[src/rtl/mul_div_pkg.sv]
// Shared definitions for the sequential multiply/divide blocks and their sequencer.
// Holds the latencies and the phase type that decodes the multiplier step counter.
package mul_div_pkg;

    typedef enum logic [1:0] {
        PH_LOAD,
        PH_ITER,
        PH_SIGN,
        PH_HOLD
    } mul_phase_e;

    function automatic int MUL_LAT(input int data_w);
        return data_w + 2;
    endfunction

    function automatic int DIV_LAT(input int data_w);
        return data_w + 4;
    endfunction

endpackage

[src/rtl/mul_shiftadd.sv]
// Sequential shift-and-add multiplier, one multiplier bit per clock, signed or unsigned.
// en high starts and holds an operation; done flags a valid product until en falls.
module mul_shiftadd
    import mul_div_pkg::*;
#(
    parameter int DATA_W = 32
) (
    input  logic                  clk,
    input  logic                  rst_n,
    input  logic                  en,
    input  logic                  sign,
    input  logic [DATA_W-1:0]     multiplicand,
    input  logic [DATA_W-1:0]     multiplier,
    output logic                  done,
    output logic [2*DATA_W-1:0]   product
);

    localparam int PC_W = $clog2(DATA_W + 3) + 1;

    localparam logic [PC_W-1:0] LOAD     = '0;
    localparam logic [PC_W-1:0] ITER_END = PC_W'(DATA_W);
    localparam logic [PC_W-1:0] SIGN     = PC_W'(DATA_W + 1);
    localparam logic [PC_W-1:0] HOLD     = PC_W'(MUL_LAT(DATA_W));

    logic [PC_W-1:0]   pc;
    logic [2*DATA_W:0] p;
    logic [DATA_W-1:0] a_reg;
    logic              neg;
    logic [DATA_W:0]   sum;
    mul_phase_e        phase;

    // Two's-complement magnitude; the most negative value maps to itself,
    // which is already its correct unsigned magnitude.
    function automatic logic [DATA_W-1:0] mag(input logic [DATA_W-1:0] x, input logic s);
        return (s & x[DATA_W-1]) ? -x : x;
    endfunction

    always_comb begin
        phase = PH_HOLD;
        if (pc == LOAD)
            phase = PH_LOAD;
        else if (pc <= ITER_END)
            phase = PH_ITER;
        else if (pc == SIGN)
            phase = PH_SIGN;
    end

    // p[2*DATA_W] is the guard bit above the running sum; it is always zero
    // after a shift, so including it is the same as zero-extending.
    assign sum = {p[2*DATA_W], p[2*DATA_W-1:DATA_W]} + (p[0] ? {1'b0, a_reg} : '0);

    // NOTE: state registers use non-blocking assignments so every branch reads
    // the pre-edge values of pc and p, exactly like the hardware flops.
    always_ff @(posedge clk or negedge rst_n) begin
        if (!rst_n) begin
            pc    <= '0;
            p     <= '0;
            done  <= 1'b0;
            a_reg <= '0;
            neg   <= 1'b0;
        end else if (!en) begin
            // NOTE: a_reg and neg are reloaded on every LOAD, so they need no
            // synchronous clear here.
            pc   <= '0;
            p    <= '0;
            done <= 1'b0;
        end else begin
            unique case (phase)
                PH_LOAD: begin
                    a_reg <= mag(multiplicand, sign);
                    p     <= {{(DATA_W + 1){1'b0}}, mag(multiplier, sign)};
                    neg   <= sign & (multiplicand[DATA_W-1] ^ multiplier[DATA_W-1]);
                    pc    <= pc + PC_W'(1);
                end
                PH_ITER: begin
                    p  <= {1'b0, sum, p[DATA_W-1:1]};
                    pc <= pc + PC_W'(1);
                end
                PH_SIGN: begin
                    p[2*DATA_W-1:0] <= neg ? -p[2*DATA_W-1:0] : p[2*DATA_W-1:0];
                    done            <= 1'b1;
                    pc              <= pc + PC_W'(1);
                end
                PH_HOLD: begin
                    pc <= HOLD;
                end
                default: begin
                    pc <= HOLD;
                end
            endcase
        end
    end

    assign product = p[2*DATA_W-1:0];

endmodule

[config.mk]
export PLATFORM = sky130hd
export DESIGN_NAME = mul_shiftadd
export DESIGN_NICKNAME = d
export VERILOG_FILES = /design/src/rtl/mul_div_pkg.sv /design/src/rtl/mul_shiftadd.sv
export SDC_FILE = /design/constraint.sdc
export NUM_CORES = 1
export LEC_CHECK = 0
export ABC_AREA = 1
export CORE_ASPECT_RATIO = 0.75
export CORE_UTILIZATION = 45
export DETAILED_ROUTE_END_ITERATION = 10
export PLACE_DENSITY = 0.65
export SLEW_MARGIN = 30
export SYNTH_ARGS = -nofsm -noshare
export SYNTH_HDL_FRONTEND = slang
export SYNTH_SLANG_ARGS = --single-unit
[constraint.sdc]
create_clock -name clk -period 3.5 [get_ports clk]
set_clock_uncertainty 0.05 [all_clocks]
set_input_delay 0.525 -clock clk [delete_from_list [all_inputs] [get_ports clk]]
set_output_delay 0.525 -clock clk [all_outputs]
set_load 0.005 [all_outputs]
Yosys cells after proc, flatten, opt, wreduce, memory -nomap -nowiden
Index checks and enable logic that the tools add are counted.
{"block": "word_totals", "wordCells": 44, "regBits": 106, "out_inout_bits": 65, "in_bits": 68}
{"block": "op_classes", "addsub": 5, "n_reduce_logical": 6, "n_mux": 14, "n_bitwise": 4, "eq_ne": 8, "n_lt_le_gt_ge": 1}
{"op": "$pmux W64 S3", "count": 1}
{"op": "$mux W32", "count": 3}
{"op": "$mux W65", "count": 1}
{"op": "$mux W64", "count": 1}
{"op": "$neg A32 Y32", "count": 2}
{"op": "$neg A64 Y64", "count": 1}
{"op": "$add A33 B32 Y33", "count": 1}
{"op": "$pmux W7 S2", "count": 1}
{"op": "$add A7 B1 Y7 const B", "count": 1}
{"op": "$eq A7 B6 Y1 const B", "count": 1}
{"op": "$le A7 B6 Y1 const B", "count": 1}
{"op": "$logic_not A7 Y1", "count": 1}
{"op": "$mux W7", "count": 1}
{"op": "$eq A2 B2 Y1 const B", "count": 2}
{"op": "$mux W1", "count": 4}
{"op": "$mux W2", "count": 2}
{"op": "$ne A4 B1 Y1 const B", "count": 1}
{"op": "$reduce_and A2 Y1", "count": 2}
{"op": "$and A1 B1 Y1", "count": 3}
{"op": "$ne A3 B3 Y1 const B", "count": 1}
{"op": "$reduce_or A3 Y1", "count": 1}
{"op": "$eq A2 B1 Y1 const B", "count": 1}
{"op": "$logic_not A2 Y1", "count": 1}
{"op": "$ne A2 B1 Y1 const B", "count": 1}
{"op": "other kinds (3)", "count": 3}

Depth between registers and ports, before layout
Gate-level depths: netlist (run 1).
{"block": "logic_depth", "ltp_word": 8, "mapped_depth": 20, "depth_no_buf": 18}

Worst setup path before layout (run 1)
No wires, ideal clock.
{"block": "synth_path", "path_type": "register to register", "from": "register p[0]", "to": "register p[47]", "n_path_buf": 2, "required_time_ps": 3332, "path_slack_ps": 1044, "setup_time_ps": 118, "stages_incl_launch_ff": 20, "arrival_ps": 2288, "path_cell_list": "dfrtp_1 -> buf_6 -> clkbuf_1 -> nand2_1 -> inv_1 -> ha_1 -> inv_1 -> fa_1 -> inv_1 -> nand3_1 -> nand3_1 -> nand2_1 -> nand2_1 -> nand2_1 -> nand2_1 -> nand2_1 -> nand3_1 -> nand2_1 -> nand2_1 -> o21ai_2"}
{"block": "synth_between", "elab_chain_cells": 4}
{"element": "from (decl)", "line_no": "mul_shiftadd.sv:26", "rtl": "logic [2*DATA_W:0] p;"}
{"element": "from (signal assigned)", "line_no": "mul_shiftadd.sv:71", "rtl": "p <= {{(DATA_W + 1){1'b0}}, mag(multiplier, sign)};"}
{"element": "from (signal assigned)", "line_no": "mul_shiftadd.sv:76", "rtl": "p <= {1'b0, sum, p[DATA_W-1:1]};"}
{"element": "from (signal, indexed assignment)", "line_no": "mul_shiftadd.sv:80", "rtl": "p[2*DATA_W-1:0] <= neg ? -p[2*DATA_W-1:0] : p[2*DATA_W-1:0];"}
{"element": "$neg A64 Y64 / $mux W32 (equally long branches)", "line_no": "mul_shiftadd.sv:80, mul_shiftadd.sv:50"}
{"element": "$mux W64 / $add A33 B32 Y33 (equally long branches)", "line_no": "mul_shiftadd.sv:80, mul_shiftadd.sv:50"}
{"element": "$pmux W64 S3 *", "line_no": "mul_shiftadd.sv:68", "rtl": "unique case (phase)"}
{"element": "$mux W65 *", "line_no": "mul_shiftadd.sv:61", "rtl": "end else if (!en) begin"}
Every way passes the cells marked *; elsewhere a longest branch is shown, timed or not. The select of a mux whose other input is x is not followed.
A chain may end at the register's enable or synchronous reset.

Final worst setup path (run 1)
{"block": "layout_path", "from": "register p[0]", "to": "register p[52]"}
Same word-level chain as after synthesis.

==> qor.txt, run 1 <==
Outcome - complete, no violations
Post-synth ARST share - 100%
Overall Global Routing Usage - 33.3%
Max reg flops - 64
CTS tree - done
Drt pass-1 iters - 6
RSZ-0062 raised after global routing - false
Worst vdd ir - 0.258 mV
Number of clock sinks - 105
Total gr overflow - 0
Fin area - 13500 sq um
Mapped Cells - 2028
Ordered cell list for the critical path - buf_4 > nand2_1 > inv_1 > ha_1 > nand2_1 > nor2_1 > and2_1 > nand2_1 > nand2_1 > nand2_1 > nand2_1 > nand2_1 > nand3_1 > nand2_1 > nand2_1 > nand2_1
Placement Rows - 50
WP data arrival - 3.01 ns
Final ANT Viol Nets - 0
Worst setup SP type - register
Min Hold Slack - 0.147 ns
Min Clock Period, post-route - 2.80 ns
Crit path max fanout - 31
Max stage delay on crit path - 0.44 ns
Max cap viols - 0
# Post-CTS Setup Buffers - 0
Area added between synthesis and finish - 16.7%
Pin count of the biggest net entering global routing - 57
Core Region - 25100 sq um
Skew-Pair Late Insertion Delay - 0.38 ns
Clk buf depth - 2
Fmax - 357 MHz
First-pass GRT wire length - 68100 um
Setup WS post-layout - 0.702 ns
Area of the die - 26400 sq um
Total power - 0.00454 W
Vias in the first global route - 11900
Die height - 141 um
DRT iter0 DRCs - 1487
Via count - 13500
Die Wd - 187 um
Worst Setup Path Type - reg -> reg
Most numerous cell on the critical path - nand2_1
CTS root buf - clkbuf_16
CP required - 3.71 ns
Met3 WL - 5020 um
Dpl hpwl - 35000 um
Pleak - 7.10 nW
Final worst path period share - 79.9%
Number of I/O port buffers - 132
Synth Area per Inst - 5.71 sq um
Ports - 133
Wire length per cell - 17.7 um
Metal2 WL - 16800 um
M1 WL - 21600 um
Post-Place Worst Slack - 0.636 ns
Power density cells - 336 nW/um^2
DRC - 0
Proportion of layout cells with a drive suffix above 1 - 4.25%
Netlist cell types - 52
Vias per inst - 5.46
Hold Fails Final Rpt - 0
CTS hold repair buffers - 0
R2R Setup Slk - 0.70 ns
Max-slew headroom - 42.8%
Placed inst area - 13200 sq um
Area of the multi-input gates - 7580 sq um
Number of synthesized register bits - 105
Final-layout fill cell count - 2675
Nets - 2249
Crit. End Element - register
Sequential share of the synthesized area - 22.7%
CTS buffer count - 9
Synth Warn # - 0
Min-delay worst type - in -> async
FF/Latch Area - 2630 sq um
Top Metal Used - met4
Slowest-stage cell, CP - dfrtp_1
Initial antenna violation count - 0
Final RePlAce weighted congestion - 1.00
Final Max Tran Viols - 0
TNS Setup - 0 ns
Slew @ Worst Pin - 0.852 ns
Clock slew at reported path FFs - 0.09 ns
Initial Util - 46.2%
Syn Nets - 2139
Diode count - 0
Setup violators final - 0
H-tree depth - 3
Mapped cell area - 11600 sq um
Dominant synthesized flop cell - dfrtp_1
Post-CTS resize count - 0
Final wirelength - 43800 um
Post-synth EDFFs - 0
[report_power, final]
group          total [W]  internal (W)  leakage (nW)  switching [W]
sequential       0.00153       0.00136          1.39       0.000169
combinational    0.00193      0.000636          5.58        0.00129
clock            0.00108      0.000567         0.137       0.000514
total            0.00454       0.00257          7.10        0.00198
[critical path: cells and delay by family (launching register included)]
family | cells | cell delay, ns
buffers and inverters | 2 | 0.30
adders and majority gates | 1 | 0.37
and+or+nand+nor | 13 | 1.51
DFF | 1 | 0.44
[cells in the mapped netlist (all sizes together), types with 7 or more instances]
cell	n	area, sq um
dfrtp	105	2630
inv	294	1110
a21oi	86	430
o21ai	122	629
nor2	237	1010
buf	22	144
o22ai	7	43.8
nand3b	14	105
o211ai	14	119
clkbuf	28	110
ha	42	526
nand4	30	188
nand3	241	1240
nand2	696	2660
nor3	21	115
xor2	19	166
[per-layer routing]
layer,vias to the layer above,GRT usage [%]
li1,6705,-
met2,629,44.7
met5,-,0
met4,0,5.39
met3,33,8.91
met1,6178,52.3
[area by class of cell]
| type | count | share of cell area [%] |
|---|---|---|
| Clock inverter | 3 | 0.315 |
| Clock buffer | 11 | 1.80 |
| Inverter | 297 | 8.33 |
| Tap cell | 338 | 3.13 |
| Timing Repair Buffer | 149 | 10.9 |
| Sequential cell | 105 | 19.5 |
| Multi-Input combinational cell | 1576 | 56.1 |
[cell usage in the layout (no fill, tap or decap), types with 2 or more instances in the layout]
cell	instances
nand2_1	684
inv_1	281
nand3_1	236
nor2_1	220
clkdlybuf4s50_1	131
dfrtp_1	105
o21ai_0	96
a21oi_1	86
ha_1	41
nand4_1	30
o21ai_1	21
nor3_1	19
xor2_1	19
buf_4	16
nand3b_1	14
o211ai_1	13
inv_2	12
nand2_2	9
nor2_2	9
clkbuf_16	9
o22ai_1	7
nor3b_1	6
o21bai_1	6
o21ai_2	5
a31oi_1	5
nand3_2	4
xnor2_1	4
nor2_8	4
nor2_4	4
and2_1	4
nor4_1	4
o31ai_1	3
and3_1	3
nand2_4	3
or2_2	3
nor3_2	2
clkinv_1	2
or2_0	2
o221ai_1	2
buf_12	2
[stage by stage]
step | instances | utilization (%)
finish | 2479 | 53.8
global route | 2479 | 53.8
CTS | 2479 | 53.8
detailed placement | 2465 | 52.7
global placement | 2465 | 52.7
floorplan | 2028 | -
[path summary, 6_finish.rpt]
path | cells after the start | from | to
worst max-delay path | 16 | p[0]$_DFFE_PN0P_ | p[52]$_DFFE_PN0P_
worst min-delay path | 1 | rst_n | p[9]$_DFFE_PN0P_
worst max register to register | 16 | p[0]$_DFFE_PN0P_ | p[52]$_DFFE_PN0P_
worst min register to register | 2 | a_reg[20]$_DFFE_PN0P_ | a_reg[20]$_DFFE_PN0P_
max in group asynchronous | 2 | rst_n | a_reg[10]$_DFFE_PN0P_
min in group clk | 2 | a_reg[20]$_DFFE_PN0P_ | a_reg[20]$_DFFE_PN0P_
[kinds of logic after synthesis]
group	after synthesis	synth area share, %
compound gates	248	11.8
buf+inv	347	11.9
xor+xnor	23	1.74
flops	105	22.7
fa+ha+maj	43	4.71
simple gates	1262	47.2
Power figures use the tool's default switching activity.
==> run 2, diff against run 1 <==
==> constraint.sdc (replaced) <==
create_clock -name clk -period 2.7 [get_ports clk]
set_clock_uncertainty 0.05 [all_clocks]
set_input_delay 0.405 -clock clk [delete_from_list [all_inputs] [get_ports clk]]
set_output_delay 0.405 -clock clk [all_outputs]
set_load 0.005 [all_outputs]
==> qor.txt, run 2 (synthesized netlist as in run 1, its figures left out) <==
R2r startpoint - p[0]$_DFFE_PN0P_
Max cap viols - 0 (unchanged)
Fin area - 13900 sq um (+2.5%)
Setup violators final - 0 (unchanged)
Core Region - 25100 sq um (unchanged)
Vias per inst - 5.47 (+0.14%)
Vias in the first global route - 12200 (+2.9%)
Max reg flops - 64 (unchanged)
Overall Global Routing Usage - 34.3% (+1.0 points)
Post-Place Worst Slack - 0.0968 ns (-0.540 ns)
Dpl hpwl - 36500 um (+4.2%)
Pin count of the biggest net entering global routing - 49 (-14%)
Placement Rows - 50 (unchanged)
Area of the die - 26400 sq um (unchanged)
Reg2reg end - p[57]$_DFFE_PN0P_
Worst vdd ir - 0.359 mV (+39%)
Number of I/O port buffers - 132 (unchanged)
Initial antenna violation count - 1 (+1)
CTS buffer count - 9 (unchanged)
CP required - 2.92 ns (-0.79 ns)
Placed inst area - 13500 sq um (+2.2%)
TNS Setup - 0 ns (unchanged)
Ordered cell list for the critical path - buf_12 > nand2_1 > inv_1 > ha_1 > nand2_1 > nor2_1 > nand2_1 > nor2_1 > nand2_1 > nand3_1 > nand2_1 > nand3_1 > nand2_1 > nand2_1 > nand2_1
Min-delay worst type - in -> async
Leading cell types in the layout, fill and taps excluded - nand2_1 (681), inv_1 (281), nand3_1 (235), nor2_1 (219), clkdlybuf4s50_1 (131)
DRT iter0 DRCs - 1505 (+1.2%)
Total gr overflow - 0 (unchanged)
Slew @ Worst Pin - 0.681 ns (-0.171 ns)
Sequential share of power - 32.9% (-0.8 points)
CTS tree - done
Crit path max fanout - 31 (unchanged)
Final wirelength - 45300 um (+3.4%)
First-pass GRT wire length - 69700 um (+2.4%)
Final worst path period share - 95.0% (+15 points)
Proportion of layout cells with a drive suffix above 1 - 6.06% (+1.8 points)
Worst setup SP type - register
Die height - 141 um (unchanged)
Hold Fails Final Rpt - 0 (unchanged)
Area added between synthesis and finish - 19.6%
R2R Setup Slk - 0.14 ns (-0.57 ns)
Ports - 133 (unchanged)
Setup WS post-layout - 0.136 ns (-0.566 ns)
Max-slew headroom - 54.3% (+12 points)
Drt pass-1 iters - 6 (unchanged)
Final RePlAce weighted congestion - 1.01 (+0.49%)
RSZ-0062 raised after global routing - false
Skew-Pair Late Insertion Delay - 0.38 ns (about the same)
CTS root buf - clkbuf_16
Most common cell after layout, fill and taps aside - nand2_1
Final Max Tran Viols - 0 (unchanged)
Fmax - 390 MHz (+9.1%)
Via count - 13800 (+1.7%)
Die Wd - 187 um (unchanged)
Most numerous cell on the critical path - nand2_1
Number of clock sinks - 105 (unchanged)
Clock power frac - 23.6% (-0.2 points)
DRC - 0 (unchanged)
R2r worst-path depth - 15 (-1)
Nets - 2284 (+1.6%)
WP data arrival - 2.78 ns (-0.23 ns)
Max stage delay on crit path - 0.43 ns (about the same)
Worst Setup Path Type - reg -> reg
Min Clock Period, post-route - 2.56 ns (-0.234 ns)
H-tree depth - 3 (unchanged)
Final ANT Viol Nets - 0 (unchanged)
Gate power share - 43.5% (+1.0 points)
Wire length per cell - 18.0 um (+1.9%)
Initial Util - 46.2% (unchanged)
Slowest-stage cell, CP - dfrtp_1
NetSw - 0.00261 W (+32%)
Power density cells - 434 nW/um^2 (+29%)
Outcome - complete, no violations
Sw Ratio - 43.5% (about the same)
Pleak - 7.31 nW (+2.9%)
Clock slew at reported path FFs - 0.08 ns (about the same)
Internal power - 0.00339 W (+32%)
Crit. End Element - register
Clk buf depth - 2 (unchanged)
-- run 2: changes by cell type in the layout (fill, tap and decap cells not counted), sizes merged --
cell | previous run | this run
buf | 18 | 51
clkbuf | 11 | 13
clkinv | 4 | 5
clkinvlp | 1 | 0
diode | 0 | 1
dlygate4sd3 | 0 | 1
nor2 | 237 | 238
-- run 2: layer usage --
layer	global-route usage, %	vias up	share of wire [%]
met3	7.42	41	12
met1	54.6	6277	50
li1	-	6771	-
met4	5.87	2	1.1
met5	0	-	0.018
met2	46.4	681	38
-- run 2: area by class of cell --
type	count	area (sq um)
Antenna cell	1	2.50
Clock buffer	13	250
Clock inverter	3	40.0
Fill cell	2644	11200
Inverter	297	1130
Multi-Input combinational cell	1577	7610
Sequential cell	105	2630
Tap cell	338	423
Timing Repair Buffer	183	1770
-- run 2: timing repair --
action                                 CTS  global route
endpoints found under the hold margin   20             0
setup endpoints to repair                0            23
buffers inserted                         0             0
hold buffers                             1             0
gates resized for setup                  0            11
-- run 2: how the worst max path moves through the flow --
stage                                start               endpoint  slack [ns]  cells after the start
final                     p[0]$_DFFE_PN0P_      p[57]$_DFFE_PN0P_        0.14                     15
after global routing       pc[0]$_DFF_PN0_      p[39]$_DFFE_PN0P_       0.007                     12
after CTS                  pc[0]$_DFF_PN0_       p[0]$_DFFE_PN0P_        0.14                     13
after detailed placement   multiplicand[0]  a_reg[24]$_DFFE_PN0P_         0.1                     11
after global placement     multiplicand[0]  a_reg[24]$_DFFE_PN0P_        0.14                     11
after floorplan           p[0]$_DFFE_PN0P_      p[47]$_DFFE_PN0P_        0.24                     19
-- run 2: per-stage QoR --
| step | instances | hold WS (ns) | utilization [%] | power (W) |
|---|---|---|---|---|
| 6_report | 2517 | 0.436 | 55.2 | 0.00601 |
| 5_1_grt | 2516 | 0.468 | 55.2 | 0.00633 |
| 4_1_cts | 2515 | 0.440 | 55.0 | 0.00592 |
| 3_5_place_dp | 2498 | 0.284 | 53.8 | 0.00450 |
| 3_3_place_gp | 2498 | 0.276 | 53.8 | 0.00448 |
| 2_1_floorplan | 2028 | 0.0594 | - | 0.00349 |
-- run 2: worst max-delay path: cells and delay by family, from the launching register on --
family,cells,cell delay [ns]
DFF,1,0.43
and+or+nand+nor,12,1.33
adders and majority gates,1,0.40
buffers and inverters,2,0.22
-- run 2: power by group through the flow --
stage	logic (W)	registers [W]	clock network [W]
2_1_floorplan	0.00155	0.00194	0
3_3_place_gp	0.00248	0.00200	0
3_5_place_dp	0.00250	0.00200	0
4_1_cts	0.00251	0.00197	0.00143
5_1_grt	0.00284	0.00200	0.00148
6_report	0.00261	0.00198	0.00141
